**src/rtl/trap_ctrl_pkg.sv**
```systemverilog
// Shared constants and trap-kind encoding for the trap sequencer.
// The IRQ kind and cause only exist when TRAP_CTRL_IRQ_EN is defined.
package trap_ctrl_pkg;

  localparam logic [11:0] CSR_MSTATUS = 12'h300;
  localparam logic [11:0] CSR_MTVEC   = 12'h305;
  localparam logic [11:0] CSR_MEPC    = 12'h341;
  localparam logic [11:0] CSR_MCAUSE  = 12'h342;

  localparam logic [31:0] CAUSE_ECALL_M = 32'd11;
`ifdef TRAP_CTRL_IRQ_EN
  localparam logic [31:0] CAUSE_IRQ_EXT_M = 32'h8000_000B;
`endif

  localparam int MSTATUS_MIE  = 3;
  localparam int MSTATUS_MPIE = 7;

  typedef enum logic [1:0] {
    KIND_ECALL = 2'd0,
    KIND_MRET  = 2'd1
`ifdef TRAP_CTRL_IRQ_EN
    , KIND_IRQ = 2'd2
`endif
  } trap_kind_e;

endpackage

```
**src/rtl/trap_ctrl.sv**
```systemverilog
// Machine-mode trap sequencer: stalls, writes mstatus/mepc/mcause one per cycle, then flushes and redirects.
// Define TRAP_CTRL_IRQ_EN to build the external interrupt path; otherwise irq_i is ignored.
module trap_ctrl
  import trap_ctrl_pkg::*;
#(
  parameter int ADDR_WIDTH     = 32,
  parameter int DATA_WIDTH     = 32,
  parameter int CSR_ADDR_WIDTH = 12
) (
  input  logic                      clk_i,
  input  logic                      rst_n_i,
  input  logic [DATA_WIDTH-1:0]     exception_i,
  input  logic [ADDR_WIDTH-1:0]     inst_addr_i,
  input  logic                      hold_i,
  input  logic                      irq_i,
  input  logic [DATA_WIDTH-1:0]     csr_mstatus_i,
  input  logic [DATA_WIDTH-1:0]     csr_mepc_i,
  input  logic [DATA_WIDTH-1:0]     csr_mtvec_i,
  output logic                      csr_we_o,
  output logic [CSR_ADDR_WIDTH-1:0] csr_waddr_o,
  output logic [DATA_WIDTH-1:0]     csr_wdata_o,
  output logic                      stall_o,
  output logic                      flush_o,
  output logic                      redirect_o,
  output logic [ADDR_WIDTH-1:0]     redirect_pc_o
);

  typedef enum logic [2:0] {
    S_IDLE      = 3'd0,
    S_W_MSTATUS = 3'd1,
    S_W_MEPC    = 3'd2,
    S_W_MCAUSE  = 3'd3,
    S_JUMP      = 3'd4
  } state_e;

  state_e                r_state;
  state_e                w_nextState;
  trap_kind_e            r_kind;
  trap_kind_e            w_detKind;
  logic [ADDR_WIDTH-1:0] r_epc;
  logic [DATA_WIDTH-1:0] r_cause;
  logic [DATA_WIDTH-1:0] w_detCause;
  logic [DATA_WIDTH-1:0] w_mstatusNew;
  logic                  w_take;
  logic                  w_unused;

`ifdef TRAP_CTRL_IRQ_EN
  assign w_unused = ^{exception_i[DATA_WIDTH-1:2], csr_mepc_i[1:0], csr_mtvec_i[1:0]};
`else
  assign w_unused = ^{exception_i[DATA_WIDTH-1:2], csr_mepc_i[1:0], csr_mtvec_i[1:0], irq_i};
`endif

  // Detection is gated by reset so every output reads 0 while rst_n_i is low.
  always_comb begin
    w_take     = 1'b0;
    w_detKind  = KIND_ECALL;
    w_detCause = DATA_WIDTH'(CAUSE_ECALL_M);
    if (exception_i[1]) begin
      w_take = 1'b1;
    end else if (exception_i[0]) begin
      w_take     = 1'b1;
      w_detKind  = KIND_MRET;
      w_detCause = '0;
    end
`ifdef TRAP_CTRL_IRQ_EN
    else if (irq_i && csr_mstatus_i[MSTATUS_MIE]) begin
      w_take     = 1'b1;
      w_detKind  = KIND_IRQ;
      w_detCause = DATA_WIDTH'(CAUSE_IRQ_EXT_M);
    end
`endif
    if (!rst_n_i || (r_state != S_IDLE) || hold_i) begin
      w_take = 1'b0;
    end
  end

  always_comb begin
    w_mstatusNew = csr_mstatus_i;
    if (r_kind == KIND_MRET) begin
      w_mstatusNew[MSTATUS_MIE]  = csr_mstatus_i[MSTATUS_MPIE];
      w_mstatusNew[MSTATUS_MPIE] = 1'b1;
    end else begin
      w_mstatusNew[MSTATUS_MPIE] = csr_mstatus_i[MSTATUS_MIE];
      w_mstatusNew[MSTATUS_MIE]  = 1'b0;
    end
  end

  always_ff @(posedge clk_i or negedge rst_n_i) begin
    if (!rst_n_i) begin
      r_state <= S_IDLE;
      r_kind  <= KIND_ECALL;
      r_epc   <= '0;
      r_cause <= '0;
    end else begin
      r_state <= w_nextState;
      if (w_take) begin
        r_kind  <= w_detKind;
        r_epc   <= inst_addr_i;
        r_cause <= w_detCause;
      end
    end
  end

  always_comb begin
    w_nextState   = r_state;
    stall_o       = 1'b0;
    csr_we_o      = 1'b0;
    csr_waddr_o   = '0;
    csr_wdata_o   = '0;
    flush_o       = 1'b0;
    redirect_o    = 1'b0;
    redirect_pc_o = '0;
    case (r_state)
      S_IDLE: begin
        stall_o = w_take;
        if (w_take) w_nextState = S_W_MSTATUS;
      end
      S_W_MSTATUS: begin
        stall_o     = 1'b1;
        csr_we_o    = 1'b1;
        csr_waddr_o = CSR_ADDR_WIDTH'(CSR_MSTATUS);
        csr_wdata_o = w_mstatusNew;
        w_nextState = (r_kind == KIND_MRET) ? S_JUMP : S_W_MEPC;
      end
      S_W_MEPC: begin
        stall_o     = 1'b1;
        csr_we_o    = 1'b1;
        csr_waddr_o = CSR_ADDR_WIDTH'(CSR_MEPC);
        csr_wdata_o = DATA_WIDTH'(r_epc);
        w_nextState = S_W_MCAUSE;
      end
      S_W_MCAUSE: begin
        stall_o     = 1'b1;
        csr_we_o    = 1'b1;
        csr_waddr_o = CSR_ADDR_WIDTH'(CSR_MCAUSE);
        csr_wdata_o = r_cause;
        w_nextState = S_JUMP;
      end
      S_JUMP: begin
        stall_o     = 1'b1;
        flush_o     = 1'b1;
        redirect_o  = 1'b1;
        // All CSR writes have landed by now, so mepc/mtvec are current.
        if (r_kind == KIND_MRET) redirect_pc_o = {csr_mepc_i[ADDR_WIDTH-1:2], 2'b00};
        else                     redirect_pc_o = {csr_mtvec_i[ADDR_WIDTH-1:2], 2'b00};
        w_nextState = S_IDLE;
      end
      default: w_nextState = S_IDLE;
    endcase
  end

endmodule

```
**config.mk**
```make
export PLATFORM = sky130hd
export DESIGN_NAME = trap_ctrl
export DESIGN_NICKNAME = d
export VERILOG_FILES = /design/src/rtl/trap_ctrl_pkg.sv /design/src/rtl/trap_ctrl.sv
export SDC_FILE = /design/constraint.sdc
export NUM_CORES = 1
export LEC_CHECK = 0
export BUFFER_PORTS_ARGS = -buffer_cell sky130_fd_sc_hd__buf_4
export CORE_AREA = 2 2 94 96
export DETAILED_ROUTE_END_ITERATION = 8
export DIE_AREA = 0 0 96 98
export GPL_ROUTABILITY_DRIVEN = 1
export PLACE_DENSITY = 0.8
export SYNTH_ARGS = -nofsm -noshare
export SYNTH_HDL_FRONTEND = slang
export SYNTH_SLANG_ARGS = --single-unit
```
**constraint.sdc**
```tcl
create_clock -name clk_i -period 2.2 [get_ports clk_i]
set_input_delay 0.44 -clock clk_i [delete_from_list [all_inputs] [get_ports clk_i]]
set_output_delay 0.44 -clock clk_i [all_outputs]
set_load 0.01 [all_outputs]
```
==> metrics <==
status=complete, no violations; n_diodes=0; Final Hold Fails=0; hold_buf cts=0; clk_skew=0.00347 ns; worst-path maximum fanout=31; crit path time final=2.09 ns; Rows=34; vias=2,414; Storage cell area=930 um2; first-pass GRT wire length=11,200 um; First-pass DRT Iterations=4; H-tree depth=2; vias per inst=4.63; Placer Congestion=0.796; dpl cell area=0.00406 mm2; top area cells in the synthesized netlist=dfrtp_1, mux2_4, mux2i_1, a22o_1, nor2_1; Sw Pwr=1720 uW; synth cell count leaders=dfrtp_1, nor2_1, mux2i_1, a22o_1, mux2_4; Reg clk slew, reported paths=0.07 ns; Setup Crit Path Kind=reg -> out; clk_lat worst skew=0.28 ns; Mapped Area=0.00253 mm2; Synth Instances=223; CP endpoint kind=output pin; Ports=244; Final nets=576; Initial Util=29.9%; RSZ-0062 raised after global routing=false; setup TNS=0 ns; proportion of layout cells with a drive suffix above 1=62.5%; Detail Route Antenna Nets=0; Yosys warning total=0; Clk pwr share=12.1%; Tcrit/Tclk final=95.2%; post-synthesis sequential area ratio=36.6%; #FFs+latches synth=37; CP Data Arrival Time=1.65 ns; Pins Over Slew Limit=0; Fmax=478 MHz; Max VDD drop=0.446 mV; cts bufs inserted=5; initial antenna violation count=0; Sw Share=35.4%; IO buf count=199; die height=98 um; synthesis-to-finish area growth=64.9%; share of power burned in registers=26.7%; Post-Route WL=7270 um; LEAKAGE=0.00214 uW; CP startpoint kind=flip-flop; area leader, netlist=dfrtp_1; pin count of the biggest net entering global routing=38; Root Buffer=clkbuf_8; ys async rst share=100%; PD cells=1170 mW/mm2; DIE WIDTH=96 um; Gate power share=61.2%; DRC=0; setup bufs post-CTS=0; Multi-input gate area=0.00139 mm2; final-report setup violation count=0; fill count=785; Pint=3150 uW; Hold Path Class=in -> async; global route overflow=0; max cap viols=0; EDFF count, synth=0; full die area=0.00941 mm2; CTS tree=done; area share of the largest cell type after synthesis=36.6%; clk sink count=37; cell area after layout=0.00417 mm2; Global Route Usage Sum=14.8%; Routed WL per cell=13.9 um; 1st-iter DRT viols=36; CP required=1.76 ns; Detailed Place HPWL=5780 um; vias in the first global route=2,513; Synth Flop Type=dfrtp_1; Mean Syn Cell Area=11.4 um2; clock buffer depth=2; core area=0.00847 mm2; count of cell types in the netlist=27
routing by layer:
metal  GRT usage, %  routed length [um]  vias up
li1               -                   -     1147
met1           16.0                2720     1112
met2           27.5                3630      142
met3           3.70                 758       13
met4           4.95                 153        0
met5              0                   0        -
layout by cell type (no fill, tap or decap):
master,count
inv_1,2
dfrtp_2,3
nor2_2,1
bufinv_16,1
nand2b_1,2
a21o_1,1
a211oi_1,1
a32o_1,1
clkbuf_8,6
nand2_1,1
conb_1,9
and4bb_2,1
a22oi_1,2
nor2b_1,2
nor3_2,1
nor2_1,36
a21oi_1,2
or2_2,1
nor3_4,1
buf_12,4
a22o_1,29
mux2_4,29
dfrtp_1,34
buf_4,201
or3b_2,1
mux2i_1,31
inv_2,1
and2_1,1
clkbuf_1,1
mux2_2,7
final timing paths:
kind | slack [ns] | startpoint | cells past startpoint | to
worst max-delay path | 0.11 | r_state[2] | 5 | csr_wdata_o[3]
worst min-delay path | 0.23 | rst_n_i | 2 | r_epc[1]
worst max register to register | 0.43 | r_state[2] | 4 | r_epc[8]
worst min register to register | 0.51 | r_epc[5] | 1 | r_epc[5]
max in group asynchronous | 1.64 | rst_n_i | 2 | r_kind[0]
min in group clk_i | 0.39 | inst_addr_i[3] | 2 | r_epc[3]
power groups by stage:
stage	registers, uW	logic, uW	clock network (uW)
after floorplan	1170	1970	0
after global placement	1280	2960	0
after detailed placement	1300	3020	0
after CTS	1290	3030	619
after global routing	1340	3230	651
final	1300	2980	591
area by class of cell:
| cell class | instances | share of cell area [%] |
|---|---|---|
| Clock inverter | 1 | 0.719 |
| Clock buffer | 7 | 2.07 |
| Timing Repair Buffer | 205 | 38.1 |
| Tap cell | 108 | 3.24 |
| Inverter | 3 | 0.270 |
| Sequential cell | 37 | 22.3 |
| Multi-Input combinational cell | 160 | 33.4 |
logic make-up after synthesis:
group                  Yosys count  synth area share (%)
AO/OA/AOI/OAI                   36                  12.0
flip-flops                      37                  36.6
buffers and inverters           34                  9.94
multiplexers                    67                  32.6
AND/OR/NAND/NOR                 48                  8.75
other                            1                 0.148
sequential cells by signal (all words and copies together), names as in the netlist:
name and cells:
r_epc 32, r_state 3, r_cause 1, r_kind 1
what timing repair did:
action | in CTS | in global routing
endpoints found under the hold margin | 0 | 0
endpoints found under the setup margin | 0 | 38
resized for setup | 0 | 2
metrics by stage:
step,worst slack [ns],utilization (%),total power [uW],std cells,hold slack (ns)
3_3_place_gp,0.408,47.9,4240,513,0.492
4_1_cts,0.0213,49.3,4940,521,0.245
3_5_place_dp,0.340,47.9,4320,513,0.496
2_1_floorplan,0.543,-,3140,231,0.144
5_1_grt,0.0145,49.3,5220,521,0.261
6_report,0.106,49.3,4870,521,0.227
critical path: stages, from the launching register on:
cell      delay (ns)
dfrtp_2         0.49
nand2b_1        0.21
nor2_2          0.14
buf_12          0.20
a32o_1          0.21
buf_4           0.13
Power figures use the tool's default switching activity.
